===== src/rtl/dvs_event_drain_pkg.sv =====
// Shared definitions for the DVS event FIFO reader.
//   state_t             : drain FSM states (IDLE, SEND)
//   DVS_EVENT_WIDTH     : default bits per FIFO event word (shared with the FIFO)
//   DVS_OUT_WIDTH       : default bits per RAVENS ingress beat
package dvs_event_drain_pkg;

    localparam int DVS_EVENT_WIDTH = 16;
    localparam int DVS_OUT_WIDTH   = 8;

    typedef enum logic [0:0] {
        IDLE = 1'b0,
        SEND = 1'b1
    } state_t;

endpackage


===== src/rtl/dvs_event_drain.sv =====
// Reader end of the DVS event FIFO. Pops one event word at a time and
// serializes it MSB-first into OUT_WIDTH-bit beats toward RAVENS.
//
// Ports:
//   clk, rst      : clock (rising edge), asynchronous active-high reset
//   enable        : permits new pops; an event in progress always completes
//   fifo_empty    : FIFO empty flag
//   fifo_data     : FIFO read data, valid in the cycle fifo_pop is high
//   fifo_pop      : combinational pop strobe, one cycle per event
//   out_data      : current beat (upper OUT_WIDTH bits of the shift register)
//   out_valid     : beat valid
//   out_last      : final beat of the event, qualified by out_valid
//   out_ready     : downstream accepts the beat
//   busy          : high while in SEND (exposes the FSM state)
//   event_count   : saturating count of fully transmitted events
//
// Handshake: a beat transfers in the cycle where out_valid && out_ready are
// both high; out_data/out_last hold stable while out_ready is low, and
// out_valid never drops once raised until the beat has transferred.
module dvs_event_drain
    import dvs_event_drain_pkg::*;
#(
    parameter int EVENT_WIDTH = DVS_EVENT_WIDTH,
    parameter int OUT_WIDTH   = DVS_OUT_WIDTH,
    parameter int CNT_WIDTH   = 16
) (
    input  logic                   clk,
    input  logic                   rst,
    input  logic                   enable,
    input  logic                   fifo_empty,
    input  logic [EVENT_WIDTH-1:0] fifo_data,
    output logic                   fifo_pop,
    output logic [OUT_WIDTH-1:0]   out_data,
    output logic                   out_valid,
    output logic                   out_last,
    input  logic                   out_ready,
    output logic                   busy,
    output logic [CNT_WIDTH-1:0]   event_count
);

    localparam int BEATS = EVENT_WIDTH / OUT_WIDTH;
    localparam int BW    = (BEATS > 1) ? $clog2(BEATS) : 1;

    if (EVENT_WIDTH % OUT_WIDTH != 0) begin : g_width_check
        $error("EVENT_WIDTH must be an integer multiple of OUT_WIDTH");
    end

    state_t                 state_q, state_d;
    logic [EVENT_WIDTH-1:0] shreg_q, shreg_d;
    logic [BW-1:0]          beat_q, beat_d;
    logic [CNT_WIDTH-1:0]   count_q;
    logic                   count_inc;
    logic                   pop_ok;

    // rst gates the pop so the FIFO never loses a word while we are held in reset.
    assign pop_ok = enable && !fifo_empty && !rst;

    always_ff @(posedge clk or posedge rst) begin
        if (rst) begin
            state_q <= IDLE;
            shreg_q <= '0;
            beat_q  <= '0;
            count_q <= '0;
        end else begin
            state_q <= state_d;
            shreg_q <= shreg_d;
            beat_q  <= beat_d;
            if (count_inc && (count_q != {CNT_WIDTH{1'b1}})) begin
                count_q <= count_q + 1'b1;
            end
        end
    end

    always_comb begin
        state_d   = state_q;
        shreg_d   = shreg_q;
        beat_d    = beat_q;
        fifo_pop  = 1'b0;
        out_valid = 1'b0;
        out_last  = 1'b0;
        out_data  = '0;
        busy      = 1'b0;
        count_inc = 1'b0;

        case (state_q)
            IDLE: begin
                if (pop_ok) begin
                    fifo_pop = 1'b1;
                    shreg_d  = fifo_data;
                    beat_d   = '0;
                    state_d  = SEND;
                end
            end
            SEND: begin
                out_valid = 1'b1;
                busy      = 1'b1;
                out_data  = shreg_q[EVENT_WIDTH-1 -: OUT_WIDTH];
                out_last  = (beat_q == BW'(BEATS - 1));
                if (out_ready) begin
                    if (!out_last) begin
                        shreg_d = shreg_q << OUT_WIDTH;
                        beat_d  = beat_q + 1'b1;
                    end else begin
                        count_inc = 1'b1;
                        // Chain straight into the next event to avoid an idle bubble.
                        if (pop_ok) begin
                            fifo_pop = 1'b1;
                            shreg_d  = fifo_data;
                            beat_d   = '0;
                        end else begin
                            state_d = IDLE;
                        end
                    end
                end
            end
            default: state_d = IDLE;
        endcase
    end

    assign event_count = count_q;

endmodule


===== config.mk =====
export PLATFORM = sky130hd
export DESIGN_NAME = dvs_event_drain
export DESIGN_NICKNAME = d
export VERILOG_FILES = /design/src/rtl/dvs_event_drain_pkg.sv /design/src/rtl/dvs_event_drain.sv
export SDC_FILE = /design/constraint.sdc
export NUM_CORES = 1
export LEC_CHECK = 0
export ABC_AREA = 1
export BUFFER_PORTS_ARGS = -buffer_cell sky130_fd_sc_hd__buf_2
export CELL_PAD_IN_SITES_DETAIL_PLACEMENT = 0
export CELL_PAD_IN_SITES_GLOBAL_PLACEMENT = 2
export CORE_MARGIN = 2
export CORE_UTILIZATION = 30
export DETAILED_ROUTE_END_ITERATION = 12
export HOLD_SLACK_MARGIN = 0.05
export PLACE_DENSITY = 0.84
export RECOVER_POWER = 50
export SETUP_SLACK_MARGIN = 0.3
export SYNTH_ARGS = -nofsm -noshare
export SYNTH_HDL_FRONTEND = slang
export SYNTH_SLANG_ARGS = --single-unit

===== constraint.sdc =====
create_clock -name clk -period 3 [get_ports clk]
set_input_delay 0.15 -clock clk [delete_from_list [all_inputs] [get_ports clk]]
set_output_delay 0.15 -clock clk [all_outputs]
set_load 0.01 [all_outputs]

==> impl_metrics.csv <==
group,metric,value,unit
setup_path,path_class,"reg2out",
clock_network,cts_tree,"yes",
global_routing,grt_max_degree,35,
synthesis,yosysSeqAreaShare,44.18,%
synthesis,syn-num-nets,288,
flow_run,drv_cap,1,
sta,setup_ws,0.9989,ns
setup_path,startpoint,"state_q",
power,seqPwrFrac,44.5,%
routing,wl_met1,2.409,mm
final_layout,final_cells,395,
clock_network,clock_path_buffers,2,
placed_design,place_ws,1.092,ns
setup_path,r2r_end,"event_count[15]",
floorplan,core_area,0.006277,mm²
floorplan,num_rows,29,
global_routing,gr-total-overflow,0,
clock_network,clock-sinks,34,
power,combPwrFrac,33.4,%
synthesis,yosysWarnings,0,
final_layout,n_antenna_cell,0,
global_routing,first_global_vias,1719,
sta,worstMarginPinSlew,1.864,ns
clock_network,cts_setup_buffers,0,
clock_network,cts_root_buffer,"clkbuf_8",
sta,maxSlewViolCount,35,
power,total_power,1.586,mW
floorplan,die_area,0.007075,mm²
power,p_int,967.0,µW
routing,wl_met3,258,µm
setup_path,critPathRequiredTime,2.85,ns
global_routing,grt_usage,14.65,%
setup_path,arrival,1.85,ns
final_layout,drive_gt1_share,17.61,%
clock_network,clkSlewWorstSetupHoldPaths,0.06,ns
sta,hold_violations,0,
power,p_sw,619.0,µW
floorplan,start_util,30.68,%
clock_network,clk_latency,0.29,ns
setup_path,critPathMaxFanout,12,
routing,routed.top_layer,"met4",
setup_path,critical_path.slowest_cell,"dfrtp_1",
global_routing,antenna_found_initial,0,
sta,fin_setup_tns,0,ns
sta,fin_skew,0.01032,ns
setup_path,reg2reg_slack,1.11,ns
synthesis,netlist_instances,266,
routing,route.met2.wl,2.095,mm
setup_path,slowest_delay,0.52,ns
synthesis,yosysUniqueCellTypes,24,
min_path,hp-class,"in2reg",
sta,rsz0062_at_grt,"false",
routing,vias,1755,
final_layout,nets,339,
final_layout,design_area,0.002297,mm²
final_layout,area_growth_syn_to_layout,19.30,%
routing,ant_nets,0,
setup_path,reg2reg_depth,8,
floorplan,die_y,84.12,µm
placed_design,place_inst,387,
sta,min_period,2.001,ns
routing,drt-initial-drc-count,77,
clock_network,ctsHoldBuffers,0,
setup_path,crit-reg2reg-launch,"event_count[0]",
setup_path,endpoint,"fifo_pop",
setup_path,endpoint_kind,"output port",
routing,wirelength,4.850,mm
sta,fin_crit_sh,66.70,%
power,powerDensity,690.4,mW/mm²
clock_network,cts_max_level,2,
setup_path,critical_path.cell_chain,"inv_2, nor2_4, nor2_2, nand2_1, inv_1, buf_2",
clock_network,ctsResizeCount,0,
run_status,status,"complete, but fails checks",
floorplan,die_w,84.12,µm
sta,setup_viol,0,
floorplan,boundaryPins,49,
global_routing,grt_pass1_wl,8.148,mm
placed_design,dpl-instance-area,0.002227,mm²
sta,max_freq,0.4997,GHz
run_status,violations,"max-capacitance violations, max-slew violations",
power,p_leak,1.244,nW
placed_design,dp_hpwl,3.713,mm
synthesis,syn_area,0.001926,mm²
routing,first_pass_iters,4,
routing,route.detailed.drc,0,
sta,holdWs,0.07557,ns
synthesis,synth_seq_cells,34,
power,swShare,39.03,%
placed_design,port_buffers,48,
synthesis,synth_area_per_cell,7.239,µm²
placed_design,place.gp.congestion,0.7781,
routing,vias_per_cell,4.443,
routing,avgRoutedWirePerCell,12.28,µm
power,vdd_drop_max,0.3215,mV
clock_network,cts-buffers-inserted,5,
sta,maxSlewHeadroom,-24.26,%
power,pwr-share-clk,22.1,%
setup_path,start_kind,"register",
final_layout,post-route-util,36.60,%
per-layer routing:
metal / vias up / global-route usage, %
met5: - / 0
met1: 783 / 19.43
met4: 0 / 5.865
met3: 6 / 4.055
li1: 915 / -
met2: 51 / 22.66
power by group through the flow:
stage          Sequential (mW)  Combinational, mW  Clock, mW
2_1_floorplan            0.681              0.409          0
3_3_place_gp             0.713              0.546          0
3_5_place_dp             0.713              0.548          0
4_1_cts                  0.705              0.549      0.365
5_1_grt                  0.721              0.612      0.380
6_report                 0.705              0.530      0.351
cell usage in the layout, fill, tap and decap left out, drive strengths merged:
cell type    n
o21ai       13
xor2         1
clkbuf      22
ha           1
dfrtp       34
inv         30
nand2      120
clkinv       1
buf         34
xnor2        6
nor2        36
o211ai       1
nor3         2
nand4        7
nand3       10
worst max-delay path, delay by kind of cell (launching register included):
family	cells	cell delay (ns)
buf+inv	3	0.66
flops	1	0.52
simple gates	3	0.38
synthesized netlist by cell type:
cell        n  area, µm²
ha_1        1      12.51
inv_2       2      7.510
nor3_1      2      10.01
inv_1      27      101.4
nand2_2     4      25.02
inv_4       1      6.260
buf_6       2      22.52
o21ai_0    11      55.05
nand2_1   115      431.7
nand2_4     1      11.26
xor2_1      1      8.760
o21ai_4     1      16.27
xnor2_1     6      52.55
nor2_4      2      22.52
nand3_1    10      50.05
o211ai_1    1      7.510
o21ai_1     1      5.000
buf_2       1      5.000
nor2_1     30      112.6
dfrtp_1    34      850.8
nor2_8      2      40.04
nor2_2      2      12.51
nand4_1     7      43.79
buf_4       2      15.01
kinds of logic (layout without fill, tap and decap cells):
| family | Yosys count | in the layout | share of synthesized area, % |
|---|---|---|---|
| AO/OA/AOI/OAI | 14 | 14 | 4.353 |
| XOR/XNOR | 7 | 7 | 3.184 |
| adder cells (fa/ha/maj) | 1 | 1 | 0.6497 |
| buffers and inverters | 35 | 87 | 8.187 |
| flip-flops | 34 | 34 | 44.18 |
| AND/OR/NAND/NOR | 175 | 175 | 39.44 |
sequential cells by signal, indices dropped and copies added (netlist names):
signal and cells:
state_q 1, shreg_q 16, beat_q 1, event_count 16
worst min-delay path by stage:
stage	startpoint	end	cells past startpoint
5_1_grt	fifo_data[4]	shreg_q[4]	3
4_1_cts	fifo_data[4]	shreg_q[4]	3
6_report	fifo_data[1]	shreg_q[1]	3
3_3_place_gp	fifo_data[5]	shreg_q[5]	3
3_5_place_dp	fifo_data[2]	shreg_q[2]	3
2_1_floorplan	fifo_data[1]	shreg_q[1]	2
final cells by class:
type | instances | area [µm²]
Clock buffer | 7 | 86.33
Clock inverter | 1 | 5.005
Inverter | 30 | 115.1
Tap cell | 77 | 96.34
Multi-Input combinational cell | 197 | 917.1
Sequential cell | 34 | 850.8
Timing Repair Buffer | 49 | 226.5
Fill cell | 707 | 3980
No activity file was read; power rests on OpenSTA's default activity.
